<file path="config.mk">
export PLATFORM = sky130hd
export DESIGN_NAME = ad7656_cfg_seq
export DESIGN_NICKNAME = d
export VERILOG_FILES = /design/src/rtl/ad7656_cfg_seq.sv
export SDC_FILE = /design/constraint.sdc
export NUM_CORES = 1
export LEC_CHECK = 0
export CAP_MARGIN = 5
export CORE_AREA = 5 5 53 101
export DETAILED_ROUTE_END_ITERATION = 10
export DIE_AREA = 0 0 58 106
export HOLD_SLACK_MARGIN = 0.03
export PLACE_DENSITY = 0.84
export REMOVE_ABC_BUFFERS = 1
export SETUP_SLACK_MARGIN = 0.2
export SLEW_MARGIN = 20
export SYNTH_ARGS = -nofsm -noshare
export SYNTH_HDL_FRONTEND = slang
export SYNTH_SLANG_ARGS = --single-unit
</file>
<file path="constraint.sdc">
create_clock -name sys_clk_i -period 1.6 [get_ports sys_clk_i]
set_input_delay 0.32 -clock sys_clk_i [delete_from_list [all_inputs] [get_ports sys_clk_i]]
set_output_delay 0.32 -clock sys_clk_i [all_outputs]
set_load 0.02 [all_outputs]
</file>
<file path="src/rtl/ad7656_cfg_seq.sv">
// Control-word sequencer upstream of the AD7656 parallel write driver: power-up
// default write, request queuing (one deep), bus handshake, settle and timeout.
module ad7656_cfg_seq #(
  parameter int unsigned PWRUP_CYCLES   = 1000,
  parameter int unsigned SETTLE_CYCLES  = 4,
  parameter int unsigned TIMEOUT_CYCLES = 64,
  parameter logic [7:0]  DEFAULT_CFG    = 8'h00
) (
  input  logic       sys_clk_i,
  input  logic       rst_i,
  input  logic       cfg_start_i,
  input  logic [7:0] cfg_word_i,
  input  logic       bus_busy_i,
  output logic       wr_flag_o,
  output logic [7:0] wr_data_o,
  output logic       cfg_busy_o,
  output logic       cfg_done_o,
  output logic       cfg_err_o,
  output logic [7:0] cfg_cur_o
);

  localparam int unsigned MAX_PS     = (PWRUP_CYCLES > SETTLE_CYCLES) ? PWRUP_CYCLES : SETTLE_CYCLES;
  localparam int unsigned MAX_CYCLES = (MAX_PS > TIMEOUT_CYCLES) ? MAX_PS : TIMEOUT_CYCLES;
  localparam int unsigned CNT_W      = $clog2(MAX_CYCLES + 1);

  localparam logic [CNT_W-1:0] PWRUP_LAST   = CNT_W'(PWRUP_CYCLES - 1);
  localparam logic [CNT_W-1:0] TIMEOUT_LAST = CNT_W'(TIMEOUT_CYCLES - 1);
  // The cycle in which BUSY first sees the bus idle already counts as settle time.
  localparam logic [CNT_W-1:0] SETTLE_LAST  = CNT_W'((SETTLE_CYCLES > 1) ? SETTLE_CYCLES - 2 : 0);

  typedef enum logic [2:0] {
    S_PWRUP,
    S_IDLE,
    S_ISSUE,
    S_ACK,
    S_BUSY,
    S_SETTLE
  } state_t;

  state_t           state;
  logic [CNT_W-1:0] cnt;
  logic             pending;
  logic [7:0]       pend_word;
  logic [7:0]       word;

  // A fresh request beats the held one; both are consumed on entry to ISSUE.
  logic       req_any;
  logic [7:0] req_word;
  assign req_any  = cfg_start_i | pending;
  assign req_word = cfg_start_i ? cfg_word_i : pend_word;

  always_ff @(posedge sys_clk_i) begin
    if (rst_i) begin
      state      <= S_PWRUP;
      cnt        <= '0;
      pending    <= 1'b0;
      pend_word  <= 8'h00;
      word       <= 8'h00;
      wr_flag_o  <= 1'b0;
      wr_data_o  <= 8'h00;
      cfg_busy_o <= 1'b1;
      cfg_done_o <= 1'b0;
      cfg_err_o  <= 1'b0;
      cfg_cur_o  <= 8'h00;
    end else begin
      // NOTE: defaults first, case arms below override them; with non-blocking
      // assignments the last one written in the block is the one that lands.
      wr_flag_o  <= 1'b0;
      cfg_done_o <= 1'b0;
      if (cnt != '1) cnt <= cnt + 1'b1;

      if (cfg_start_i && state != S_IDLE) begin
        pending   <= 1'b1;
        pend_word <= cfg_word_i;
      end

      case (state)
        S_PWRUP: begin
          if (cnt == PWRUP_LAST) begin
            state      <= S_ISSUE;
            cnt        <= '0;
            pending    <= 1'b0;
            word       <= req_any ? req_word : DEFAULT_CFG;
            wr_data_o  <= req_any ? req_word : DEFAULT_CFG;
            wr_flag_o  <= 1'b1;
            cfg_err_o  <= 1'b0;
          end
        end

        S_IDLE: begin
          if (req_any) begin
            state      <= S_ISSUE;
            cnt        <= '0;
            pending    <= 1'b0;
            word       <= req_word;
            wr_data_o  <= req_word;
            wr_flag_o  <= 1'b1;
            cfg_err_o  <= 1'b0;
            cfg_busy_o <= 1'b1;
          end
        end

        S_ISSUE: begin
          state <= S_ACK;
          cnt   <= '0;
        end

        S_ACK: begin
          if (bus_busy_i) begin
            state <= S_BUSY;
            cnt   <= '0;
          end else if (cnt == TIMEOUT_LAST) begin
            state      <= S_IDLE;
            cnt        <= '0;
            cfg_err_o  <= 1'b1;
            cfg_busy_o <= 1'b0;
          end
        end

        S_BUSY: begin
          if (!bus_busy_i) begin
            cnt <= '0;
            if (SETTLE_CYCLES == 1) begin
              state      <= S_IDLE;
              cfg_done_o <= 1'b1;
              cfg_cur_o  <= word;
              cfg_busy_o <= 1'b0;
            end else begin
              state <= S_SETTLE;
            end
          end else if (cnt == TIMEOUT_LAST) begin
            state      <= S_IDLE;
            cnt        <= '0;
            cfg_err_o  <= 1'b1;
            cfg_busy_o <= 1'b0;
          end
        end

        S_SETTLE: begin
          if (cnt == SETTLE_LAST) begin
            state      <= S_IDLE;
            cnt        <= '0;
            cfg_done_o <= 1'b1;
            cfg_cur_o  <= word;
            cfg_busy_o <= 1'b0;
          end
        end

        default: begin
          state      <= S_PWRUP;
          cnt        <= '0;
          cfg_busy_o <= 1'b1;
        end
      endcase
    end
  end

endmodule

</file>
==> metrics.log <==
INFO  metric status = finished with violations
INFO  metric violations = negative setup slack
INFO  metric die_x = 58 um
INFO  metric cp_slowest_stage_delay = 0.57 ns
INFO  metric drt-wirelength-per-cell = 17.9 um
INFO  metric coreArea = 4550 um^2
INFO  metric postRouteWirelength = 6.68 mm
INFO  metric synth-async-reset-ratio = 0
INFO  metric maxSlewViolCount = 0
INFO  metric num_vias = 2196
INFO  metric share_seq_of_total_power = 0.530
INFO  metric setup.worst_path.class = flop to flop
INFO  metric die-area = 6150 um^2
INFO  metric commonest_non_fill_non_tap_cells_in_the_layout = sky130_fd_sc_hd__buf_4, sky130_fd_sc_hd__dfxtp_1, sky130_fd_sc_hd__nor2_1, sky130_fd_sc_hd__mux2i_1, sky130_fd_sc_hd__nand2_1
INFO  metric final_period_minus_worst_setup_slack = 1.78 ns
INFO  metric worstPathArrival = 1.98 ns
INFO  metric first_global_vias = 2287
INFO  metric clkLatencyLatePin = 0.31 ns
INFO  metric final_util = 0.696
INFO  metric detail_route.vias_per_cell = 5.87
INFO  metric tritoncts = done
INFO  metric detailedRoute.firstIterationViolations = 79
INFO  metric grt.total_usage = 0.232
INFO  metric h_tree_depth = 2
INFO  metric leakage = 1.29 nW
INFO  metric synth_enable_flop_cells = 0
INFO  metric drtPass1Iterations = 6
INFO  metric finalCritPeriodShare = 1.11
INFO  metric io_pins = 32
INFO  metric grt_start_max_net_pins = 18
INFO  metric clock_root_buffer = sky130_fd_sc_hd__clkbuf_8
INFO  metric drc = 0
INFO  metric crit_path_top_delay_cell = sky130_fd_sc_hd__or4_4
INFO  metric most_common_cell_after_layout_fill_and_taps_aside = sky130_fd_sc_hd__buf_4
INFO  metric post-place-ws = -0.293 ns
INFO  metric worst_r2r_startpoint = cnt[9]
INFO  metric yosysWarningCount = 0
INFO  metric power = 2.05 mW
INFO  metric worst_slack = -0.175 ns
INFO  metric floorplan.rows = 35
INFO  metric vdd_drop_max = 0.599 mV
INFO  metric synth_area = 2070 um^2
INFO  metric crit_end = state[2]
INFO  metric syn_to_final_growth = 52.9%
INFO  metric power_switching_share = 0.262
INFO  metric buffers_added_on_ports = 31
INFO  metric finalHoldViolCount = 0
INFO  metric power_report.internal_total = 1.51 mW
INFO  metric placed_cell_area = 2750 um^2
INFO  metric rsz0062_at_grt = true
INFO  metric clkPwrFrac = 0.352
INFO  metric power_switching = 0.537 mW
INFO  metric grt_first_pass_wirelength = 10.9 mm
INFO  metric min_path_cells = 1
INFO  metric setup-violations-final = 30
INFO  metric critPathMaxFanout = 4
INFO  metric fin_area = 3170 um^2
INFO  metric timing.critical_path.depth = 6
INFO  metric tns_setup = -2.95 ns
INFO  metric worst_slew_margin_rel = 0.693
INFO  metric netlist_instances = 229
INFO  metric layout-drive-gt1-share = 0.332
INFO  metric postRouteAntennaNets = 0
INFO  metric dieHeight = 106 um
INFO  metric setup.worst_path.start_class = flop
INFO  metric clock_skew = 0.0127 ns
INFO  metric cts_hold_repair.buffers = 0
INFO  metric grt_overflow_total = 0
INFO  metric cts.sink_count = 42
INFO  metric fmaxAchievable = 563 MHz
INFO  metric power.density = 647 nW/um^2
INFO  metric synth_top_flop_cell = sky130_fd_sc_hd__dfxtp_1
INFO  metric cp-startpoint = cnt[9]
INFO  metric syn_area_per_cell = 9.05 um^2
INFO  metric share_comb_of_total_power = 0.118
INFO  metric hp-class = flop to flop
INFO  metric reg2reg_depth = 6
INFO  metric actual_slew_at_the_worst_max_slew_pin = 0.458 ns
INFO  metric routabilityCongestion = 0.872
INFO  metric cp.buffers_inverters = 2
INFO  metric regToRegSetupSlack = -0.18 ns
INFO  metric critical_path.cell_chain = or4_4, buf_4, nor3_4, buf_6, a2111o_1, a21oi_1
INFO  metric worstSetupEndpointType = flop
INFO  metric number_of_antenna_violations_at_the_first_check_in_global_routing = 0
INFO  metric r2r_end = state[2]
INFO  metric start_util = 0.455
INFO  metric max_cap_viols = 0
INFO  metric finish.net_count = 332
INFO  metric worst_ep_required_time = 1.80 ns
INFO  metric cp_top_family = simple AND/OR/NAND/NOR gates
INFO  metric diodes = 0
INFO  metric post_synth_main_area_contributors = sky130_fd_sc_hd__dfxtp_1, sky130_fd_sc_hd__mux2i_1, sky130_fd_sc_hd__nor2_1, sky130_fd_sc_hd__a21oi_1, sky130_fd_sc_hd__nand2_1
INFO  metric synth-seq-cells = 42
INFO  metric path_clk_slew = 0.09 ns
INFO  metric clock_path_buffers = 2
INFO  metric cts_inserted_buffers = 5
INFO  metric dp_hpwl = 4.39 mm
INFO  metric synth_top_area_share = 0.406
INFO  metric yosys.cell_types.count = 54
INFO  metric synth_largest_area_cell = sky130_fd_sc_hd__dfxtp_1
INFO  metric synth-seq-area-share = 0.406
[power by group through the flow]
stage | Clock, mW | Sequential, mW | Combinational, mW
finish | 0.721 | 1.09 | 0.243
global route | 0.785 | 1.09 | 0.262
CTS | 0.729 | 1.08 | 0.229
detailed placement | 0 | 1.10 | 0.184
global placement | 0 | 1.10 | 0.179
floorplan | 0 | 1.11 | 0.0787
[cell usage after synthesis (2+ instances only)]
cell type / instances
sky130_fd_sc_hd__nor2_1: 31
sky130_fd_sc_hd__nor4_1: 3
sky130_fd_sc_hd__o211a_1: 2
sky130_fd_sc_hd__nor3_2: 2
sky130_fd_sc_hd__a21o_1: 2
sky130_fd_sc_hd__xor2_1: 2
sky130_fd_sc_hd__and3_1: 3
sky130_fd_sc_hd__o31ai_1: 3
sky130_fd_sc_hd__o21ai_0: 7
sky130_fd_sc_hd__nor3_1: 6
sky130_fd_sc_hd__nand2b_1: 3
sky130_fd_sc_hd__a21oi_1: 18
sky130_fd_sc_hd__buf_6: 2
sky130_fd_sc_hd__mux2i_1: 19
sky130_fd_sc_hd__inv_1: 7
sky130_fd_sc_hd__dfxtp_1: 42
sky130_fd_sc_hd__a31oi_1: 3
sky130_fd_sc_hd__clkbuf_1: 6
sky130_fd_sc_hd__ha_1: 2
sky130_fd_sc_hd__nand2_1: 19
sky130_fd_sc_hd__o2bb2ai_1: 8
sky130_fd_sc_hd__nand3_1: 3
sky130_fd_sc_hd__a221oi_2: 2
sky130_fd_sc_hd__nor2b_1: 2
sky130_fd_sc_hd__buf_2: 3
[how the worst min path moves through the flow]
stage                  from      endpoint  slack [ns]
4_1_cts             word[4]       word[4]        0.49
2_1_floorplan         rst_i      state[2]        0.39
5_1_grt             word[4]       word[4]        0.53
6_report            word[4]       word[4]        0.49
3_3_place_gp   cfg_cur_o[4]  cfg_cur_o[4]        0.47
3_5_place_dp        word[4]       word[4]        0.47
[metal layers]
metal / track usage / routed length, um / vias to the layer above
met5: 0 / 0 / -
met4: 0.138 / 295 / 0
met3: 0.0522 / 293 / 28
met2: 0.439 / 3840 / 92
met1: 0.211 / 2250 / 1063
li1: - / - / 1013
[state kept, by name (all words and copies together), names as in the netlist]
register / count
cnt: 10
cfg_cur_o: 8
pend_word: 8
word: 8
state: 3
cfg_busy_o: 1
cfg_done_o: 1
cfg_err_o: 1
pending: 1
wr_flag_o: 1
[repair_timing]
item | 4_1_cts | 5_1_grt
endpoints found under the setup margin | 62 | 44
gates resized for setup | 58 | 14
buffers inserted | 10 | 3
pin swaps | 13 | 9
gates cloned | 2 | 0
[logic make-up after synthesis]
kind of cell	synth area share
compound gates	0.216
xor+xnor	0.0127
fa+ha+maj	0.0121
buf+inv	0.0416
flops	0.406
mux	0.0917
simple gates	0.220
[area by class of cell]
| class | instances | area [um^2] |
|---|---|---|
| repair buffers | 91 | 772 |
| clock inverters | 3 | 25.0 |
| fillers | 332 | 1390 |
| multi-input cells | 171 | 1350 |
| flip-flops and latches | 42 | 853 |
| inverters | 7 | 28.8 |
| clock buffers | 5 | 68.8 |
| well taps | 55 | 68.8 |
[metrics by stage]
step                      cells  hold slack (ns)
after floorplan             218            0.389
after global placement      351            0.473
after detailed placement    351            0.473
after CTS                   371            0.487
after global routing        374            0.531
final                       374            0.494
Power figures use the tool's default switching activity.
